`config.mk`:
```
export PLATFORM = sky130hd
export DESIGN_NAME = exc_sequencer_flat
export DESIGN_NICKNAME = d
export VERILOG_FILES = /design/src/rtl/cpu_exc_pkg.sv /design/src/rtl/exc_sequencer_if.sv /design/src/rtl/exc_priority_enc.sv /design/src/rtl/exc_sequencer.sv /design/src/flat_wrapper.sv
export SDC_FILE = /design/constraint.sdc
export NUM_CORES = 1
export LEC_CHECK = 0
export BUFFER_PORTS_ARGS = -buffer_cell sky130_fd_sc_hd__buf_4
export CAP_MARGIN = 20
export CORE_MARGIN = 2
export CORE_UTILIZATION = 43
export DETAILED_ROUTE_END_ITERATION = 8
export GPL_TIMING_DRIVEN = 0
export HOLD_SLACK_MARGIN = 0.08
export PLACE_DENSITY = 0.77
export SLEW_MARGIN = 40
export SYNTH_ARGS = -nofsm -noshare
export SYNTH_HDL_FRONTEND = slang
export SYNTH_SLANG_ARGS = --single-unit
```
`constraint.sdc`:
```
create_clock -name clk -period 2.6 [get_ports clk]
set_clock_uncertainty 0.2 [all_clocks]
set_input_delay 0.13 -clock clk [delete_from_list [all_inputs] [get_ports clk]]
set_output_delay 0.13 -clock clk [all_outputs]
set_load 0.03 [all_outputs]
```
`src/rtl/cpu_exc_pkg.sv`:
```
// rtl/cpu_exc_pkg.sv - shared types and constants for the exception sequencer
package cpu_exc_pkg;

    typedef enum logic [1:0] {
        ST_IDLE = 2'd0,
        ST_SAVE = 2'd1,
        ST_WAIT = 2'd2,
        ST_LOAD = 2'd3
    } exc_state_t;

    typedef enum logic [1:0] {
        CAUSE_NONE     = 2'd0,
        CAUSE_OPCODE   = 2'd1,
        CAUSE_OVERFLOW = 2'd2,
        CAUSE_DIVZERO  = 2'd3
    } exc_cause_t;

    localparam logic [7:0] EXC_VEC_OPCODE = 8'd253;
    localparam logic [7:0] EXC_VEC_OVF    = 8'd254;
    localparam logic [7:0] EXC_VEC_DIV0   = 8'd255;

    localparam logic [1:0] MUX_MEM_NORMAL = 2'd0;
    localparam logic [1:0] MUX_MEM_EXC    = 2'd3;

    localparam logic [1:0] MUX_EXC_OPCODE = 2'd0;
    localparam logic [1:0] MUX_EXC_OVF    = 2'd1;
    localparam logic [1:0] MUX_EXC_DIV0   = 2'd2;

    // Vector mux select that addresses the handler byte for a given cause.
    function automatic logic [1:0] cause_to_mux_exc(exc_cause_t c);
        case (c)
            CAUSE_OVERFLOW: return MUX_EXC_OVF;
            CAUSE_DIVZERO:  return MUX_EXC_DIV0;
            default:        return MUX_EXC_OPCODE;
        endcase
    endfunction

endpackage

```
`src/rtl/exc_sequencer_if.sv`:
```
// rtl/exc_sequencer_if.sv - request, memory and datapath-control bundle of the exception sequencer
interface exc_sequencer_if;
    logic        exc_opcode;
    logic        exc_overflow;
    logic        exc_divzero;
    logic [7:0]  mem_data;
    logic        busy;
    logic        epc_w;
    logic [1:0]  mux_exc;
    logic [1:0]  mux_mem;
    logic        pc_w;
    logic [31:0] handler_addr;
    logic [1:0]  cause;
    logic        nested_err;

    modport master (
        input  exc_opcode, exc_overflow, exc_divzero, mem_data,
        output busy, epc_w, mux_exc, mux_mem, pc_w, handler_addr, cause, nested_err
    );

    modport slave (
        output exc_opcode, exc_overflow, exc_divzero, mem_data,
        input  busy, epc_w, mux_exc, mux_mem, pc_w, handler_addr, cause, nested_err
    );
endinterface

```
`src/rtl/exc_priority_enc.sv`:
```
// rtl/exc_priority_enc.sv - fixed-priority encoder from request lines to exception cause
module exc_priority_enc
    import cpu_exc_pkg::*;
(
    input  logic       exc_opcode,
    input  logic       exc_overflow,
    input  logic       exc_divzero,
    output exc_cause_t cause
);

    always_comb begin
        cause = CAUSE_NONE;
        if (exc_opcode)        cause = CAUSE_OPCODE;
        else if (exc_overflow) cause = CAUSE_OVERFLOW;
        else if (exc_divzero)  cause = CAUSE_DIVZERO;
    end

endmodule

```
`src/rtl/exc_sequencer.sv`:
```
// rtl/exc_sequencer.sv - multicycle EPC save / vector fetch / PC load sequencer
module exc_sequencer
    import cpu_exc_pkg::*;
#(
    parameter int MEM_LAT = 1
) (
    input  logic            clk,
    input  logic            reset,
    exc_sequencer_if.master bus
);

    localparam logic [2:0] WAIT_INIT = 3'(MEM_LAT - 1);

    exc_state_t  state;
    exc_cause_t  cause_q;
    exc_cause_t  req_cause;
    logic [2:0]  wait_cnt;
    logic        epc_w_q;
    logic        pc_w_q;
    logic        nested_q;
    logic [31:0] handler_q;
    logic        req_any;

    exc_priority_enc u_enc (
        .exc_opcode   (bus.exc_opcode),
        .exc_overflow (bus.exc_overflow),
        .exc_divzero  (bus.exc_divzero),
        .cause        (req_cause)
    );

    assign req_any = (req_cause != CAUSE_NONE);

    always_ff @(posedge clk or posedge reset) begin
        if (reset) begin
            state     <= ST_IDLE;
            cause_q   <= CAUSE_NONE;
            wait_cnt  <= 3'd0;
            epc_w_q   <= 1'b0;
            pc_w_q    <= 1'b0;
            nested_q  <= 1'b0;
            handler_q <= 32'd0;
        end else begin
            epc_w_q <= 1'b0;
            pc_w_q  <= 1'b0;
            if (state != ST_IDLE && req_any)
                nested_q <= 1'b1;
            case (state)
                ST_IDLE: begin
                    if (req_any) begin
                        cause_q <= req_cause;
                        epc_w_q <= 1'b1;
                        state   <= ST_SAVE;
                    end
                end
                ST_SAVE: begin
                    wait_cnt <= WAIT_INIT;
                    state    <= ST_WAIT;
                end
                ST_WAIT: begin
                    // The edge leaving WAIT is the one at which mem_data is valid.
                    if (wait_cnt == 3'd0) begin
                        handler_q <= {24'd0, bus.mem_data};
                        pc_w_q    <= 1'b1;
                        state     <= ST_LOAD;
                    end else begin
                        wait_cnt <= wait_cnt - 3'd1;
                    end
                end
                ST_LOAD: state <= ST_IDLE;
                default: state <= ST_IDLE;
            endcase
        end
    end

    assign bus.busy         = (state != ST_IDLE);
    assign bus.mux_mem      = (state != ST_IDLE) ? MUX_MEM_EXC : MUX_MEM_NORMAL;
    assign bus.mux_exc      = (state == ST_SAVE || state == ST_WAIT) ? cause_to_mux_exc(cause_q)
                                                                     : MUX_EXC_OPCODE;
    assign bus.epc_w        = epc_w_q;
    assign bus.pc_w         = pc_w_q;
    assign bus.handler_addr = handler_q;
    assign bus.cause        = cause_q;
    assign bus.nested_err   = nested_q;

endmodule

```
`src/flat_wrapper.sv`:
```
// flat-port wrapper written by rule: the top's interface ports become plain ports
module exc_sequencer_flat import cpu_exc_pkg::*;
#(
    parameter int MEM_LAT = 1
)
  (clk, reset, bus_exc_opcode, bus_exc_overflow, bus_exc_divzero, bus_mem_data, bus_busy, bus_epc_w, bus_mux_exc, bus_mux_mem, bus_pc_w, bus_handler_addr, bus_cause, bus_nested_err);
  exc_sequencer_if bus_i ();
  input  logic clk;
  input  logic reset;
  input wire logic [$bits(bus_i.exc_opcode)-1:0] bus_exc_opcode;
  input wire logic [$bits(bus_i.exc_overflow)-1:0] bus_exc_overflow;
  input wire logic [$bits(bus_i.exc_divzero)-1:0] bus_exc_divzero;
  input wire logic [$bits(bus_i.mem_data)-1:0] bus_mem_data;
  output wire logic [$bits(bus_i.busy)-1:0] bus_busy;
  output wire logic [$bits(bus_i.epc_w)-1:0] bus_epc_w;
  output wire logic [$bits(bus_i.mux_exc)-1:0] bus_mux_exc;
  output wire logic [$bits(bus_i.mux_mem)-1:0] bus_mux_mem;
  output wire logic [$bits(bus_i.pc_w)-1:0] bus_pc_w;
  output wire logic [$bits(bus_i.handler_addr)-1:0] bus_handler_addr;
  output wire logic [$bits(bus_i.cause)-1:0] bus_cause;
  output wire logic [$bits(bus_i.nested_err)-1:0] bus_nested_err;
  assign bus_i.exc_opcode = bus_exc_opcode;
  assign bus_i.exc_overflow = bus_exc_overflow;
  assign bus_i.exc_divzero = bus_exc_divzero;
  assign bus_i.mem_data = bus_mem_data;
  assign bus_busy = bus_i.busy;
  assign bus_epc_w = bus_i.epc_w;
  assign bus_mux_exc = bus_i.mux_exc;
  assign bus_mux_mem = bus_i.mux_mem;
  assign bus_pc_w = bus_i.pc_w;
  assign bus_handler_addr = bus_i.handler_addr;
  assign bus_cause = bus_i.cause;
  assign bus_nested_err = bus_i.nested_err;
  exc_sequencer #(.MEM_LAT(MEM_LAT)) u_core (.clk(clk), .reset(reset), .bus(bus_i));
endmodule
```
Word level (Yosys, flattened, before mapping):

Index checks and enable logic that the tools add are counted.

* register bits: 18
* output and inout port bits: 42
* word-level logic and storage cells: 42

* add/subtract/negate cells: 1
* eq/ne operators: 8
* multiplexer cells: 15
* reductions and logical operators: 11

Operators with widths (number)
* 2-to-1 mux 2 bit: 7
* equality test 2 bit, second input constant: 4
* case mux 2 bit (4 select lines): 1
* AND reduction 2 bit: 4
* case mux 3 bit (2 select lines): 1
* nonzero test 2 bit: 3
* 2-to-1 mux 1 bit: 4
* != test 2 x 1 -> 1 bit, second input constant: 2
* case mux 2 bit (2 select lines): 1
* zero test 3 bit: 1
* 2-to-1 mux 3 bit: 1
* subtractor 3 x 1 -> 3 bit, second input constant: 1
* equality test 2 x 1 -> 1 bit, second input constant: 1
* zero test 2 bit: 1
* != test 2 bit, second input constant: 1
* logical AND 1 bit: 1
* logical OR 1 bit: 1

Depth between registers and ports, before layout:

Gate-level depths: netlist (run 1).

* depth in word-level cells: 6
* depth in mapped cells: 6

By module:

From an unflattened synthesis (run 1), not the netlist that was laid out.

* cell total of the unflattened synthesis: 96
* area total of the unflattened synthesis: 998.5 um2

Modules (own cells, without submodules)
* exc_sequencer: times used 1, cells each 92, area each 979.7 um2, sequential area each 450.4 um2
* exc_priority_enc: times used 1, cells each 4, area each 18.8 um2, sequential area each 0.0 um2

Worst setup path before layout (run 1):

OpenSTA, ideal clock, no wires.

* path kind: reg-to-reg
* start: register u_core.wait_cnt[0]
* end: register u_core.wait_cnt[0]
* library setup time: 0.125 ns
* arrival time: 1.326 ns
* data required time: 2.275 ns
* path slack: 0.949 ns
* cell stages (with the launch flop): 7
* clock period less this slack: 1.651 ns
* path through: dfrtp_1 -> inv_1 -> ha_1 -> ha_1 -> nand2_2 -> o21ai_0 -> mux2_2

* cells in the longest elaborated chain, start to end: 3

Ends and longest elaborated chain
* start, declared: RTL line exc_sequencer.sv:17 `logic [2:0] wait_cnt;`
* start signal, assigned: RTL line exc_sequencer.sv:66 `wait_cnt <= wait_cnt - 3'd1;`
* subtractor 3 x 1 -> 3 bit or zero test 3 bit (tied branches): RTL line exc_sequencer.sv:66, exc_sequencer.sv:61
* 2-to-1 mux 3 bit or != test 2 bit (tied branches)
* case mux 3 bit (2 select lines) or AND reduction 2 bit (tied branches)

Several ways; a longest one is shown, not always the timed one. The select of a mux whose other input is x is not followed.
A chain may end at the register's enable or synchronous reset.

Worst setup path in the final report (run 1):

* start: register u_core.state[0]
* end: register u_core.cause_q[0] (netlist: u_core.bus.cause[0])

* cells in the longest elaborated chain, start to end: 2

Ends and longest elaborated chain
* start, declared: RTL line exc_sequencer.sv:14 `exc_state_t state;`
* start signal, assigned: RTL line exc_sequencer.sv:35 `state <= ST_IDLE;`
* start signal, assigned: RTL line exc_sequencer.sv:52 `state <= ST_SAVE;`
* start signal, assigned: RTL line exc_sequencer.sv:57 `state <= ST_WAIT;`
* zero test 2 bit: RTL line exc_sequencer.sv:47 `case (state)`
* AND reduction 2 bit (no source line)
* end signal, assigned: RTL line exc_sequencer.sv:50 `cause_q <= req_cause;`
* end, declared: RTL line exc_sequencer.sv:15 `exc_cause_t cause_q;`

No other way between the ends.

==> flow_metrics.py, run 1 <==
metrics = {
    "status": {
        "status": "finished clean",
    },
    "die": {
        "std_cell_rows": 17,
        "coreArea_um2": 2210,
        "die_h_um": 52.6,
        "io-pin-count": 55,
        "die_x_um": 52.6,
        "die-area_um2": 2760,
        "start_util": 0.458,
    },
    "yosys": {
        "ys_warn_count": 0,
        "synth_area_leaders": "dfrtp_1, buf_4, mux2_2",
        "yosysUniqueCellTypes": 20,
        "syn_area_per_cell_um2": 11.0,
        "netlist.area_leader.share": 0.444,
        "synth_fa_ha_area_frac": 0.0741,
        "seq_area_frac_synth": 0.444,
        "syn_area_um2": 1010,
        "synth_cells": 92,
        "synth_simple_gate_area_frac": 0.0568,
        "yosys.area.top_type": "dfrtp_1",
        "synth_seq_cells": 18,
        "synth_top_family_by_area": "buffers and inverters",
        "synth_compound_area_frac": 0.0728,
        "synth_xor_area_frac": 0,
        "yosys-mux-area-fraction": 0.115,
    },
    "clocking": {
        "cts_tree": "yes",
        "cts_resized": 0,
        "cts_made_buffers": 3,
        "htreeDepth": 1,
        "clk_pin_slew_ps": 100,
        "clock_latency_ps": 290,
        "cts_buffer_depth": 2,
        "cts_setup_buffers": 0,
        "cts.sinks": 18,
        "ctsHoldBuffers": 14,
        "clock-root-buffer": "clkbuf_4",
    },
    "cells_and_area": {
        "n_fill_cell": 187,
        "drive_above_1_share": 0.448,
        "antenna_cells": 0,
        "postLayoutCellArea_um2": 1540,
        "area_growth_pct": 51.6,
        "nNetsFinal": 183,
    },
    "placement": {
        "hpwl_mm": 1.44,
        "io_buffer_count": 30,
        "placed_area_um2": 1360,
        "gp_congestion": 0.675,
    },
    "grt": {
        "overflow": 0,
        "grt_pass1_vias": 733,
        "antenna_found_initial": 0,
        "grt_pass1_wl_mm": 3.08,
        "grt_max_degree": 19,
        "grt_util_all_layers": 0.158,
    },
    "job": {
        "maxCapViolCount": 0,
    },
    "worst_setup_path": {
        "start_kind": "flip-flop",
        "crit_fanout": 8,
        "critical_path.slowest_cell": "dlygate4sd3_1",
        "slowest_delay_ps": 580,
        "crit_required_ps": 2630,
        "cp_cell_sequence": "inv_1 > ha_1 > o21ai_0 > a32oi_1 > dlygate4sd3_1",
        "arrival_ps": 2000,
        "critPathTopFamily": "buffers and inverters",
        "setup.worst_path.class": "reg -> reg",
        "end_kind": "flip-flop",
        "critPathBufInv": 2,
    },
    "detailed_routing": {
        "wire_per_inst_um": 9.99,
        "routed_via_density": 4.02,
        "antenna_left": 0,
        "wl_mm": 1.91,
        "drc": 0,
        "firstDrtPassIters": 4,
        "first_iter_violations": 2,
        "dr_total_vias": 767,
    },
    "timing": {
        "hold_violations": 0,
        "tightest_slew_ps": 645,
        "rsz0062_at_grt": "no",
        "finalSetupViolCount": 0,
        "fmax_mhz": 507,
        "fin_crit_sh": 0.759,
        "slew_headroom": 0.569,
        "drv_slew": 0,
        "fin_crit_ps": 1970,
        "finalSetupTns_ps": 0,
    },
    "power": {
        "irDropWorstVdd_mv": 0.805,
        "p_leak_nw": 0.835,
        "power_density_nw_per_um2": 1050,
    },
    "hold_path": {
        "worstHoldPathType": "in -> async",
    },
}
-- path summary, 6_finish.rpt --
check | from | endpoint | slack [ps] | cells past startpoint
min in group clk | u_core.wait_cnt[1]$_DFFE_PP0P_ | u_core.wait_cnt[1]$_DFFE_PP0P_ | 300 | 1
worst min-delay path | reset | u_core.state[0]$_DFFE_PP0P_ | 280 | 3
worst min register to register | u_core.wait_cnt[1]$_DFFE_PP0P_ | u_core.wait_cnt[1]$_DFFE_PP0P_ | 300 | 1
worst max-delay path | u_core.state[0]$_DFFE_PP0P_ | u_core.bus.cause[0]$_DFFE_PP0P_ | 630 | 5
worst max register to register | u_core.state[0]$_DFFE_PP0P_ | u_core.bus.cause[0]$_DFFE_PP0P_ | 630 | 5
max in group asynchronous | reset | u_core.bus.nested_err$_DFFE_PP0P_ | 1510 | 3
-- Yosys cell counts, drive strengths merged --
cell type and instances:
a21oi 1, conb 1, nor3 1, nand2 3, a2bb2oi 1, inv 11
o21bai 1, dfrtp 18, a22oi 1, buf 26, o2bb2ai 2, nor2 4
o21ai 3, nand2b 1, a32oi 1, mux2 10, nor2b 1, ha 6
-- flip-flops by register name, summed over array words and instances, names as in the netlist --
register / flops
u_core.bus.cause: 2
u_core.bus.epc_w: 1
u_core.bus.handler_addr: 8
u_core.bus.nested_err: 1
u_core.bus.pc_w: 1
u_core.state: 2
u_core.wait_cnt: 3
-- tightest hold or removal path: stages --
cell           delay, ps
dlygate4sd3_1        530
buf_4                130
inv_1                470
-- per-stage QoR --
step	utilization	hold WS, ps	worst slack [ps]	std cells	power, mW
floorplan	-	-131	949	115	1.11
global placement	0.615	66.7	827	173	1.38
detailed placement	0.615	73.4	770	173	1.41
CTS	0.695	297	619	191	1.63
global route	0.695	318	462	191	1.72
finish	0.695	280	626	191	1.61
-- layout make-up --
type,instances,area (um^2),area share
Buffer,26,195,0.127
Clock buffer,4,36.3,0.0236
Inverter,11,41.3,0.0269
Multi-Input combinational cell,60,413,0.269
Sequential cell,18,450,0.293
Tap cell,28,35.0,0.0228
Timing Repair Buffer,44,365,0.238
-- power by group --
group	leakage [nW]	internal [mW]	switching [mW]
combinational	0.599	0.425	0.564
sequential	0.215	0.392	0.0640
clock	0.0210	0.0852	0.0838
total	0.835	0.902	0.712
-- cells in the final DEF, fill, tap and decap left out --
cell,instances
buf_4,56
conb_1,24
dfrtp_1,18
dlygate4sd3_1,14
inv_1,11
mux2_2,9
ha_1,6
nor2_1,4
o21ai_0,3
clkbuf_4,3
nand2_1,2
o2bb2ai_1,2
nand2_2,1
nor3_4,1
nor2b_1,1
a21oi_2,1
mux2_4,1
a2bb2oi_1,1
nand2b_1,1
a32oi_1,1
a22oi_1,1
o21bai_1,1
clkbuf_8,1
-- metal layers --
layer	global-route usage	vias to the layer above	wire (um)
li1	-	390	-
met1	0.157	339	694
met2	0.304	33	1040
met3	0.0400	5	146
met4	0.0641	0	29
met5	0	-	0
-- logic make-up after synthesis --
family / after synthesis
buffers and inverters: 37
adders and majority gates: 6
muxes: 10
and+or+nand+nor: 10
other: 1
AOI/OAI and AO/OA: 10
DFF: 18
No activity file was read; power rests on OpenSTA's default activity.
==> run 2: changes to the inputs <==
clock period = 2 ns   (was 2.6 ns; I/O delays follow)
==> run 2 against run 1 <==
Critical path depth unchanged. Global-route usage decreased by 0.36 points. Design area decreased by 1.3%. Flip-flop and latch count stayed put. Critical path type is now reg -> out. Critical endpoint is now bus_mux_mem[0]. Largest cell class unchanged. Largest power group unchanged.
==> flow_metrics.py, run 2 (synthesis results as in run 1) <==
metrics = {
    "power": {
        "swShare": 0.446,
        "comb_power_share": 0.606,
        "p_seq_frac": 0.288,
        "p_leak_nw": 0.828,
        "pwr-share-clk": 0.106,
        "power_density_nw_per_um2": 1360,
        "p_sw_mw": 0.919,
        "internal_power_mw": 1.14,
        "irDropWorstVdd_mv": 1.05,
    },
    "timing": {
        "rsz0062_at_grt": "no",
        "finalSetupViolCount": 0,
        "drv_slew": 0,
        "finalSetupTns_ps": 0,
        "slew_headroom": 0.569,
        "fmax_mhz": 530,
        "fin_crit_ps": 1890,
        "fin_crit_sh": 0.943,
        "hold_violations": 0,
        "worst_slack_ps": 114,
        "tightest_slew_ps": 645,
    },
    "placement": {
        "gp_congestion": 0.675,
        "dp.cells": 173,
        "placed_area_um2": 1360,
        "hpwl_mm": 1.44,
        "io_buffer_count": 30,
        "dp_slack_ps": 170,
    },
    "clocking": {
        "cts_tree": "yes",
        "cts_made_buffers": 3,
        "htreeDepth": 1,
        "cts.sinks": 18,
        "clock_latency_ps": 290,
        "cts_setup_buffers": 0,
        "clock-root-buffer": "clkbuf_4",
        "clk_pin_slew_ps": 100,
        "cts_buffer_depth": 2,
    },
    "die": {
        "die_h_um": 52.6,
        "die-area_um2": 2760,
        "io-pin-count": 55,
        "std_cell_rows": 17,
        "coreArea_um2": 2210,
        "die_x_um": 52.6,
        "start_util": 0.458,
    },
    "detailed_routing": {
        "firstDrtPassIters": 3,
        "wl_mm": 1.88,
        "antenna_left": 0,
        "drc": 0,
        "routed_via_density": 4.03,
        "wire_per_inst_um": 9.94,
        "dr_total_vias": 762,
        "first_iter_violations": 2,
    },
    "grt": {
        "grt_util_all_layers": 0.154,
        "grt_pass1_wl_mm": 3.01,
        "grt_pass1_vias": 721,
        "grt_max_degree": 19,
        "overflow": 0,
        "antenna_found_initial": 0,
    },
    "worst_setup_path": {
        "crit_fanout": 8,
        "setup.worst_path.class": "reg -> out",
        "start_kind": "flip-flop",
        "slowest_delay_ps": 420,
        "end_kind": "output pin",
        "crit_required_ps": 1700,
        "arrival_ps": 1590,
        "critical_path.slowest_cell": "dfrtp_1",
        "cp_cell_sequence": "inv_1 > ha_1 > inv_1 > buf_4 > buf_4",
    },
    "cells_and_area": {
        "n_fill_cell": 188,
        "layoutNonFillerInstCount": 189,
        "mostFrequentLayoutCells": "buf_4, conb_1, dfrtp_1",
        "largest_reg_flops": 8,
        "antenna_cells": 0,
        "postLayoutCellArea_um2": 1520,
        "area_growth_pct": 49.6,
        "drive_above_1_share": 0.453,
        "nNetsFinal": 181,
        "final_common_cell": "buf_4",
    },
    "job": {
        "maxCapViolCount": 0,
    },
    "hold_path": {
        "worstHoldPathType": "in -> async",
    },
    "status": {
        "status": "finished clean",
    },
}
run 2: cell types whose count changed in the layout (fill, tap and decap cells not counted), sizes merged:
| cell | before | now |
|---|---|---|
| dlygate4sd3 | 14 | 12 |
run 2: through the flow:
stage	util	hold WS [ps]	power (mW)
6_report	0.686	251	2.06
5_1_grt	0.686	303	2.20
4_1_cts	0.686	267	2.08
3_5_place_dp	0.615	43.4	1.84
3_3_place_gp	0.615	36.7	1.80
2_1_floorplan	-	-161	1.44
run 2: power by group through the flow:
stage | Combinational (mW) | Clock, mW | Sequential (mW)
finish | 1.25 | 0.219 | 0.593
global route | 1.34 | 0.247 | 0.612
CTS | 1.26 | 0.228 | 0.595
detailed placement | 1.24 | 0 | 0.599
global placement | 1.21 | 0 | 0.591
floorplan | 0.610 | 0 | 0.833
run 2: worst paths after layout:
| check | start | endpoint | slack (ps) | cells past startpoint |
|---|---|---|---|---|
| setup reg to reg | u_core.wait_cnt[0]$_DFFE_PP0P_ | u_core.wait_cnt[0]$_DFFE_PP0P_ | 170 | 6 |
| setup / recovery | u_core.state[0]$_DFFE_PP0P_ | bus_mux_mem[0] | 110 | 5 |
| hold / removal | reset | u_core.bus.handler_addr[2]$_DFFE_PP0P_ | 250 | 3 |
| hold reg to reg | u_core.wait_cnt[1]$_DFFE_PP0P_ | u_core.wait_cnt[1]$_DFFE_PP0P_ | 300 | 1 |
| max in group asynchronous | reset | u_core.bus.nested_err$_DFFE_PP0P_ | 940 | 3 |
| min in group clk | u_core.wait_cnt[1]$_DFFE_PP0P_ | u_core.wait_cnt[1]$_DFFE_PP0P_ | 300 | 1 |
run 2: what timing repair did:
item / 4_1_cts / 5_1_grt
gates resized for setup: 0 / 0
hold buffers: 12 / 0
hold endpoints to repair: 31 / 0
setup endpoints to repair: 0 / 0
run 2: metal layers:
layer | track usage | part of all wire | vias to the layer above
li1 | - | - | 386
met4 | 0.0641 | 0.015 | 0
met3 | 0.0400 | 0.078 | 5
met1 | 0.154 | 0.36 | 338
met5 | 0 | 0 | -
met2 | 0.296 | 0.55 | 33
run 2: area by class of cell:
cell class,instances,area (um^2),share of cell area
buffer,26,195,0.129
clock buffer,4,36.3,0.0239
inverter,11,41.3,0.0272
multi-input combinational,60,413,0.272
sequential,18,450,0.297
tap,28,35.0,0.0231
timing repair buffer,42,345,0.228
run 2: critical path: cells and delay by family, from the launching register on:
kind                     cells  cell delay, ps
flip-flops                   1             420
adder cells (fa/ha/maj)      1             320
buffers and inverters        4             560
